`src/rtl/btree_pkg.sv`:
```
// ----------------------------------------------------------------------------
// btree_pkg : shared defaults and FSM state encoding for the slot loader.
// Rev 1.0
// ----------------------------------------------------------------------------
`default_nettype none

package btree_pkg;

  localparam int SLOT_COUNT_DEF = 64;
  localparam int DATA_WIDTH_DEF = 6;

  typedef enum logic [1:0] {
    ST_IDLE = 2'd0,
    ST_LOAD = 2'd1,
    ST_DONE = 2'd2
  } state_e;

endpackage

`default_nettype wire

```
`src/rtl/slot_demux_loader_if.sv`:
```
// ----------------------------------------------------------------------------
// slot_demux_loader_if : load stream, random-access write and slot outputs.
// Rev 1.0
// ----------------------------------------------------------------------------
`default_nettype none

interface slot_demux_loader_if
  import btree_pkg::*;
#(
  parameter int SLOT_COUNT = SLOT_COUNT_DEF,
  parameter int DATA_WIDTH = DATA_WIDTH_DEF
);

  localparam int IDX_W = $clog2(SLOT_COUNT);

  logic                  start;
  logic                  in_valid;
  logic                  in_ready;
  logic                  in_flag;
  logic [DATA_WIDTH-1:0] in_data;
  logic                  wr_en;
  logic [IDX_W-1:0]      wr_index;
  logic                  wr_flag;
  logic [DATA_WIDTH-1:0] wr_data;
  logic [SLOT_COUNT-1:0] flags_out;
  logic [DATA_WIDTH-1:0] data_out [SLOT_COUNT];
  logic                  busy;
  logic                  done;

  modport master (
    output start, in_valid, in_flag, in_data,
    output wr_en, wr_index, wr_flag, wr_data,
    input  in_ready, flags_out, data_out, busy, done
  );

  modport slave (
    input  start, in_valid, in_flag, in_data,
    input  wr_en, wr_index, wr_flag, wr_data,
    output in_ready, flags_out, data_out, busy, done
  );

endinterface

`default_nettype wire

```
`src/rtl/slot_demux_loader_decoder.sv`:
```
// ----------------------------------------------------------------------------
// slot_index_decoder : binary slot index to one-hot slot write enable.
// Rev 1.0
// ----------------------------------------------------------------------------
`default_nettype none

module slot_index_decoder
  import btree_pkg::*;
#(
  parameter int SLOT_COUNT = SLOT_COUNT_DEF,
  parameter int IDX_W      = $clog2(SLOT_COUNT)
) (
  input  logic                  en,
  input  logic [IDX_W-1:0]      index,
  output logic [SLOT_COUNT-1:0] onehot
);

  always_comb begin
    onehot = '0;
    for (int i = 0; i < SLOT_COUNT; i++) begin
      if (en && (index == IDX_W'(i))) begin
        onehot[i] = 1'b1;
      end
    end
  end

endmodule

`default_nettype wire

```
`src/rtl/slot_demux_loader.sv`:
```
// ----------------------------------------------------------------------------
// slot_demux_loader : fills SLOT_COUNT {flag,data} slots sequentially or by
// random-access write. Option SLOT_DEMUX_CLEAR_EN clears all flags on start.
// Rev 1.0
// ----------------------------------------------------------------------------
`default_nettype none

module slot_demux_loader
  import btree_pkg::*;
#(
  parameter int SLOT_COUNT = SLOT_COUNT_DEF,
  parameter int DATA_WIDTH = DATA_WIDTH_DEF
) (
  input  logic                clk,
  input  logic                reset,
  slot_demux_loader_if.slave  bus
);

  localparam int IDX_W = $clog2(SLOT_COUNT);

  state_e                state_q, state_d;
  logic [IDX_W-1:0]      ptr_q, ptr_d;
  logic [SLOT_COUNT-1:0] flags_q, flags_d;
  logic [DATA_WIDTH-1:0] data_q [SLOT_COUNT];
  logic [DATA_WIDTH-1:0] data_d [SLOT_COUNT];

  logic                  load_acc;
  logic                  wr_acc;
  logic [IDX_W-1:0]      sel_index;
  logic                  sel_flag;
  logic [DATA_WIDTH-1:0] sel_data;
  logic [SLOT_COUNT-1:0] slot_we;

  // Next state / pointer. A start in IDLE wins over a same-cycle random write.
  always_comb begin
    state_d  = state_q;
    ptr_d    = ptr_q;
    load_acc = 1'b0;
    wr_acc   = 1'b0;
    case (state_q)
      ST_IDLE: begin
        if (bus.start) begin
          state_d = ST_LOAD;
          ptr_d   = '0;
        end else begin
          wr_acc = bus.wr_en;
        end
      end
      ST_LOAD: begin
        if (bus.in_valid) begin
          load_acc = 1'b1;
          ptr_d    = ptr_q + IDX_W'(1);
          if (ptr_q == IDX_W'(SLOT_COUNT - 1)) begin
            state_d = ST_DONE;
          end
        end
      end
      ST_DONE: begin
        state_d = ST_IDLE;
        wr_acc  = bus.wr_en;
      end
      default: begin
        state_d = ST_IDLE;
      end
    endcase
  end

  // Load path and random-access path share one decoder.
  always_comb begin
    sel_index = bus.wr_index;
    sel_flag  = bus.wr_flag;
    sel_data  = bus.wr_data;
    if (load_acc) begin
      sel_index = ptr_q;
      sel_flag  = bus.in_flag;
      sel_data  = bus.in_data;
    end
  end

  slot_index_decoder #(
    .SLOT_COUNT (SLOT_COUNT),
    .IDX_W      (IDX_W)
  ) u_decoder (
    .en     (load_acc | wr_acc),
    .index  (sel_index),
    .onehot (slot_we)
  );

  always_comb begin
    flags_d = flags_q;
    data_d  = data_q;
`ifdef SLOT_DEMUX_CLEAR_EN
    if ((state_q == ST_IDLE) && bus.start) begin
      flags_d = '0;
    end
`endif
    for (int i = 0; i < SLOT_COUNT; i++) begin
      if (slot_we[i]) begin
        flags_d[i] = sel_flag;
        data_d[i]  = sel_data;
      end
    end
  end

  always_ff @(posedge clk or posedge reset) begin
    if (reset) begin
      state_q <= ST_IDLE;
      ptr_q   <= '0;
      flags_q <= '0;
      data_q  <= '{default: '0};
    end else begin
      state_q <= state_d;
      ptr_q   <= ptr_d;
      flags_q <= flags_d;
      data_q  <= data_d;
    end
  end

  assign bus.in_ready  = (state_q == ST_LOAD);
  assign bus.busy      = (state_q == ST_LOAD);
  assign bus.done      = (state_q == ST_DONE);
  assign bus.flags_out = flags_q;
  assign bus.data_out  = data_q;

endmodule

`default_nettype wire

```
`src/flat_wrapper.sv`:
```
// flat-port wrapper written by rule: the top's interface ports become plain ports
module slot_demux_loader_flat import btree_pkg::*;
#(
  parameter int SLOT_COUNT = SLOT_COUNT_DEF,
  parameter int DATA_WIDTH = DATA_WIDTH_DEF
)
  (clk, reset, bus_start, bus_in_valid, bus_in_flag, bus_in_data, bus_wr_en, bus_wr_index, bus_wr_flag, bus_wr_data, bus_in_ready, bus_flags_out, bus_data_out, bus_busy, bus_done);
  slot_demux_loader_if #(.SLOT_COUNT(SLOT_COUNT), .DATA_WIDTH(DATA_WIDTH)) bus_i ();
  input  logic clk;
  input  logic reset;
  input wire logic [$bits(bus_i.start)-1:0] bus_start;
  input wire logic [$bits(bus_i.in_valid)-1:0] bus_in_valid;
  input wire logic [$bits(bus_i.in_flag)-1:0] bus_in_flag;
  input wire logic [$bits(bus_i.in_data)-1:0] bus_in_data;
  input wire logic [$bits(bus_i.wr_en)-1:0] bus_wr_en;
  input wire logic [$bits(bus_i.wr_index)-1:0] bus_wr_index;
  input wire logic [$bits(bus_i.wr_flag)-1:0] bus_wr_flag;
  input wire logic [$bits(bus_i.wr_data)-1:0] bus_wr_data;
  output wire logic [$bits(bus_i.in_ready)-1:0] bus_in_ready;
  output wire logic [$bits(bus_i.flags_out)-1:0] bus_flags_out;
  output wire logic [$bits(bus_i.data_out)-1:0] bus_data_out;
  output wire logic [$bits(bus_i.busy)-1:0] bus_busy;
  output wire logic [$bits(bus_i.done)-1:0] bus_done;
  assign bus_i.start = bus_start;
  assign bus_i.in_valid = bus_in_valid;
  assign bus_i.in_flag = bus_in_flag;
  assign bus_i.in_data = bus_in_data;
  assign bus_i.wr_en = bus_wr_en;
  assign bus_i.wr_index = bus_wr_index;
  assign bus_i.wr_flag = bus_wr_flag;
  assign bus_i.wr_data = bus_wr_data;
  assign bus_in_ready = bus_i.in_ready;
  assign bus_flags_out = bus_i.flags_out;
  assign bus_data_out = {>>{bus_i.data_out}};
  assign bus_busy = bus_i.busy;
  assign bus_done = bus_i.done;
  slot_demux_loader #(.SLOT_COUNT(SLOT_COUNT), .DATA_WIDTH(DATA_WIDTH)) u_core (.clk(clk), .reset(reset), .bus(bus_i));
endmodule
```
`config.mk`:
```
export PLATFORM = sky130hd
export DESIGN_NAME = slot_demux_loader_flat
export DESIGN_NICKNAME = d
export VERILOG_FILES = /design/src/rtl/btree_pkg.sv /design/src/rtl/slot_demux_loader_if.sv /design/src/rtl/slot_demux_loader_decoder.sv /design/src/rtl/slot_demux_loader.sv /design/src/flat_wrapper.sv
export SDC_FILE = /design/constraint.sdc
export NUM_CORES = 1
export LEC_CHECK = 0
export BUFFER_PORTS_ARGS = -buffer_cell sky130_fd_sc_hd__buf_4
export CORE_MARGIN = 3
export CORE_UTILIZATION = 25
export DETAILED_ROUTE_END_ITERATION = 12
export GPL_TIMING_DRIVEN = 1
export HOLD_SLACK_MARGIN = 0.02
export SETUP_SLACK_MARGIN = 0.02
export SYNTH_ARGS = -nofsm -noshare
export SYNTH_HDL_FRONTEND = slang
export SYNTH_SLANG_ARGS = --single-unit
```
`constraint.sdc`:
```
create_clock -name clk -period 17.6 [get_ports clk]
set_input_delay 0.88 -clock clk [delete_from_list [all_inputs] [get_ports clk]]
set_output_delay 0.88 -clock clk [all_outputs]
set_load 0.01 [all_outputs]
```
After elaboration in Yosys (flattened, before gate mapping) --
Index checks and enable logic that the tools add are counted.
Operators by class: add/subtract/negate cells 1, reductions and logical operators 69, bitwise gates (word level) 1, muxes and demuxes 78, equal/unequal tests 69
Operators by type and width (number):
- 6-bit == test, second input constant | 33
- 6-bit by 5-bit == test with 1-bit output, second input constant | 16
- 1-bit two-way mux | 68
- 1-bit logical AND | 64
- 6-bit by 4-bit == test with 1-bit output, second input constant | 8
- 6-bit by 3-bit == test with 1-bit output, second input constant | 4
- 6-bit two-way mux | 4
- 6-bit by 2-bit == test with 1-bit output, second input constant | 2
- 6-bit case mux with 2 select lines | 1
- 6-bit by 1-bit adder with 6-bit output, second input constant | 1
- 6-bit by 1-bit == test with 1-bit output, second input constant | 1
- 6-bit zero test | 1
- 2-bit two-way mux | 3
- 3-bit AND reduction | 2
- 2-bit != test, second input constant | 2
- 2-bit case mux with 2 select lines | 1
- 2-bit by 1-bit == test with 1-bit output, second input constant | 1
- 2-bit == test, second input constant | 1
- 2-bit zero test | 1
- 2-bit by 1-bit != test with 1-bit output, second input constant | 1
- 1-bit case mux with 2 select lines | 1
- 2-bit nonzero test | 1
- 1-bit OR | 1
Word-level totals: word-level logic and storage cells 348, input bits 25, bits in registers 456

Depth between registers and ports, before layout --
depth in word-level cells 6, depth in mapped cells 8, depth with buffers taken out 4

By module --
A second synthesis with hierarchy kept.
Second synthesis, totals: cell total of the unflattened synthesis 1614, area, all modules 16917.5 sq um
Modules (own cells, without submodules):
- slot_demux_loader | cells each 1521, seq. area each 11410.9 sq um, area each 16458.3 sq um, instances 1
- slot_index_decoder | cells each 93, seq. area each 0.0 sq um, area each 459.2 sq um, instances 1

Least setup slack after synthesis --
OpenSTA, ideal clock, no wires.
path type input-to-reg, start point input bus_start, end point register u_core.data_q, in the netlist u_core.bus.data_out[330], slack 15073 ps, stages 6, arrival time 2402 ps, path buffers 2, library setup time 125 ps, path through nor2b_1 > or4_4 > buf_6 > buf_8 > a21oi_4 > mux2_2
Between the ends: cells in the longest elaborated chain, start to end 5
Ends and longest elaborated chain:
- from (decl) | RTL line flat_wrapper.sv:11 | input wire logic [$bits(bus_i.start)-1:0] bus_start;
- 1-bit two-way mux | RTL line slot_demux_loader.sv:42 | if (bus.start) begin
- 1-bit case mux with 2 select lines | RTL line slot_demux_loader.sv:40 | case (state_q)
- 1-bit OR | RTL line slot_demux_loader.sv:84 | .en (load_acc | wr_acc),
- 1-bit logical AND | RTL line slot_demux_loader_decoder.sv:21 | if (en && (index == IDX_W'(i))) begin
- 1-bit two-way mux | RTL line slot_demux_loader_decoder.sv:21
- to (signal assigned) | RTL line slot_demux_loader.sv:115 | data_q <= data_d;
- to (decl) | RTL line slot_demux_loader.sv:24 | logic [DATA_WIDTH-1:0] data_q [SLOT_COUNT];
Every way passes these cells. A chain may end at the register's enable or synchronous reset.

Final worst setup path --
start point register u_core.state_q[1], end point register u_core.data_q, in the netlist u_core.bus.data_out[186]
Between the ends: cells in the longest elaborated chain, start to end 6
Ends and longest elaborated chain:
- from (decl) | RTL line slot_demux_loader.sv:21 | state_e state_q, state_d;
- from (signal assigned) | RTL line slot_demux_loader.sv:112 | state_q <= state_d;
- 2-bit by 1-bit == test with 1-bit output | RTL line slot_demux_loader.sv:40
- 1-bit two-way mux | RTL line slot_demux_loader.sv:40
- 6-bit two-way mux | RTL line slot_demux_loader.sv:73 | if (load_acc) begin
- 6-bit == test | RTL line slot_demux_loader_decoder.sv:21
- 1-bit logical AND | RTL line slot_demux_loader_decoder.sv:21
- 1-bit two-way mux | RTL line slot_demux_loader_decoder.sv:21
Parallel ways exist; a longest one is shown, timed or not.

==> flow_summary.toml <==
[outcome]
run_status = "finished clean"

[worst_setup_path]
critPathArrivalTime_ns = 3.58
r2r-start = "u_core.state_q[1]"
worstSetupPathType = "flip-flop to flip-flop"
rr_endpoint = "u_core.bus.data_out[186]"
reg2reg_depth = 4
crit_required_ns = 18.07
cp-end-kind = "flip-flop"
reg2reg_slack_ns = 14.49
critPathLaunchType = "flip-flop"
cp_max_fo = 11

[power_and_ir_drop]
p_clk_share_pct = 30.8
seqPwrFrac_pct = 40.9
p_per_area_mw_per_mm2 = 145
p_leak_nw = 12.4
p_switching_w = 0.00111
internal_power_w = 0.00250
pwr-share-comb_pct = 28.3
irDropWorstVdd_uv = 86.6
sw_frac_of_total_pct = 30.7

[sta]
timing.slew.headroom_pct = 23.4
finalSetupTns_ns = 0
setup_viol = 0
fin_crit_sh_pct = 17.7
rsz0062_at_grt = "false"
worst_pin_slew_ns = 1.14
min_period_ns = 3.11
fin_worst_skew_ns = 0.0117
whs_ns = 0.447
hold_viol_final = 0
clock.fmax_ghz = 0.321
slew_violations = 0

[detailed_routing]
drcViolationCount = 0
wirelength_mm = 61.9
vias = 11752
first_pass_iters = 4
antenna_left = 0
drtIter0Drc = 458
vias_per_cell = 4.46
wl_per_cell_microns = 23.5

[cells_and_area]
design_area_sq_mm = 0.0248
nets = 1660
area_delta_synth_final_pct = 34.3
drive_gt1_share_pct = 66.8
fin_util_pct = 34.0

[die]
initial_core_util_pct = 25.3
fp-row-count = 99
die_w_microns = 278
die_h_microns = 278
boundaryPins = 476
placeableCoreArea_sq_mm = 0.0731
dieArea_sq_mm = 0.0773

[global_routing]
grt_max_degree = 129
grt_use_total_pct = 15.6
grt_pass1_vias = 12739
antenna_found_initial = 5
globalRouteOverflowTotal = 0
grt_first_pass_wirelength_mm = 89.9

[clocking]
ctsHtreeMaxLevel = 2
clk_path_buf_depth = 3
cts_resized = 0
numCtsBuffers = 52
path_clk_slew_ns = 0.06
cts_sinks = 456
post-cts-setup-buffers = 0
clk_latency_ns = 0.59
holdBufCountCts = 0
cts-root-buf = "clkbuf_16"
cts_tree = "done"

[synth]
synth-edff-count = 0
syn_area_per_cell_sq_um = 15.9
yosys_warnings = 0
ys.flop_type = "dfrtp_1"
synth-seq-cells = 456
post-synth-top-area-fraction_pct = 61.7
synth_area_leaders = "dfrtp_1 (62%), mux2_2 (28%), a21oi_2 (1.4%), a21oi_4 (1.2%), clkbuf_1 (0.79%)"
yosys.cell_types.count = 45
yosys.area.top_type = "dfrtp_1"
async_flop_share_pct = 100
synth.net_count = 1189
syn_inst = 1163
synth_area_sq_mm = 0.0185
synth_common_cells = "dfrtp_1 (456), mux2_2 (453), clkbuf_1 (39)"
yosysSeqAreaShare_pct = 61.7
yosysMostFrequentCell = "dfrtp_1"

[run]
maxCapViolations = 0

[placement]
placed_cell_area_sq_mm = 0.0231
gp_congestion = 0.748
dp_hpwl_mm = 41.4
port_buffers = 475

[hold_path]
holdCritPathClass = "primary input to asynchronous set/reset pin"
==> worst max-delay path, stage by stage (launching register included) <==
cell and delay (ns):
dfrtp_1 0.56, nand2b_1 0.21, nand4b_1 0.88, a21oi_2 0.90, mux2_2 0.41
==> how the worst max path moves through the flow <==
stage                           start                        to  slack, ns  depth (start not counted)
floorplan                       reset    u_core.bus.data_out[0]       4.01                          1
global placement                reset  u_core.bus.data_out[240]      14.00                          4
detailed placement              reset  u_core.bus.data_out[242]      13.89                          4
CTS                 u_core.state_q[0]  u_core.bus.data_out[186]      14.41                          4
global route                    reset  u_core.bus.data_out[227]      14.19                          4
finish              u_core.state_q[1]  u_core.bus.data_out[186]      14.49                          4
==> layout make-up <==
cell class                      instances  area [sq um]
Fill cell                            7161         48200
Sequential cell                       456         11400
Multi-Input combinational cell        632          6760
Timing Repair Buffer                  490          3680
Clock buffer                           77          1580
Tap cell                              959          1200
Clock inverter                         18           191
Inverter                                2          15.0
Antenna cell                            1          2.50
==> sequential cells by signal (all words and copies together) (netlist names) <==
| name | flops |
|---|---|
| u_core.bus.data_out | 384 |
| u_core.state_q | 2 |
| u_core.bus.flags_out | 64 |
| u_core.ptr_q | 6 |
==> metal layers <==
layer / wire length, microns / track usage, % / vias up
met5: 27 / 0 / -
met4: 2030 / 5.05 / 4
met3: 4810 / 4.95 / 111
met2: 29300 / 25.9 / 380
met1: 25700 / 19.3 / 6139
li1: - / - / 5118
==> power groups by stage <==
| stage | logic [W] | clock network (W) | registers [W] |
|---|---|---|---|
| 2_1_floorplan | 0.000372 | 0 | 0.00157 |
| 3_3_place_gp | 0.00103 | 0 | 0.00148 |
| 3_5_place_dp | 0.00105 | 0 | 0.00149 |
| 4_1_cts | 0.00105 | 0.00115 | 0.00148 |
| 5_1_grt | 0.00109 | 0.00119 | 0.00151 |
| 6_report | 0.00102 | 0.00111 | 0.00148 |
==> layout by cell type (no fill, tap or decap), types with 11 or more instances in the layout <==
cell,instances
a21oi_4,14
mux2_2,453
nor4bb_1,12
o21bai_2,11
nand2_1,20
clkbuf_16,53
dfrtp_1,456
a21oi_2,29
clkbuf_8,16
buf_4,490
==> cells by family after synthesis <==
group	synth area share, %
mux	28.8
flops	61.7
simple gates	3.40
buf+inv	1.97
compound gates	3.86
xor+xnor	0.189
fa+ha+maj	0.0676
==> per-stage QoR <==
step	std cells	power (W)	worst slack, ns
after floorplan	1163	0.00194	4.01
after global placement	2539	0.00251	14.00
after detailed placement	2539	0.00254	13.89
after CTS	2634	0.00368	14.41
after global routing	2634	0.00380	14.19
final	2635	0.00361	14.49
Note: power is estimated with default switching activity, not from simulation.
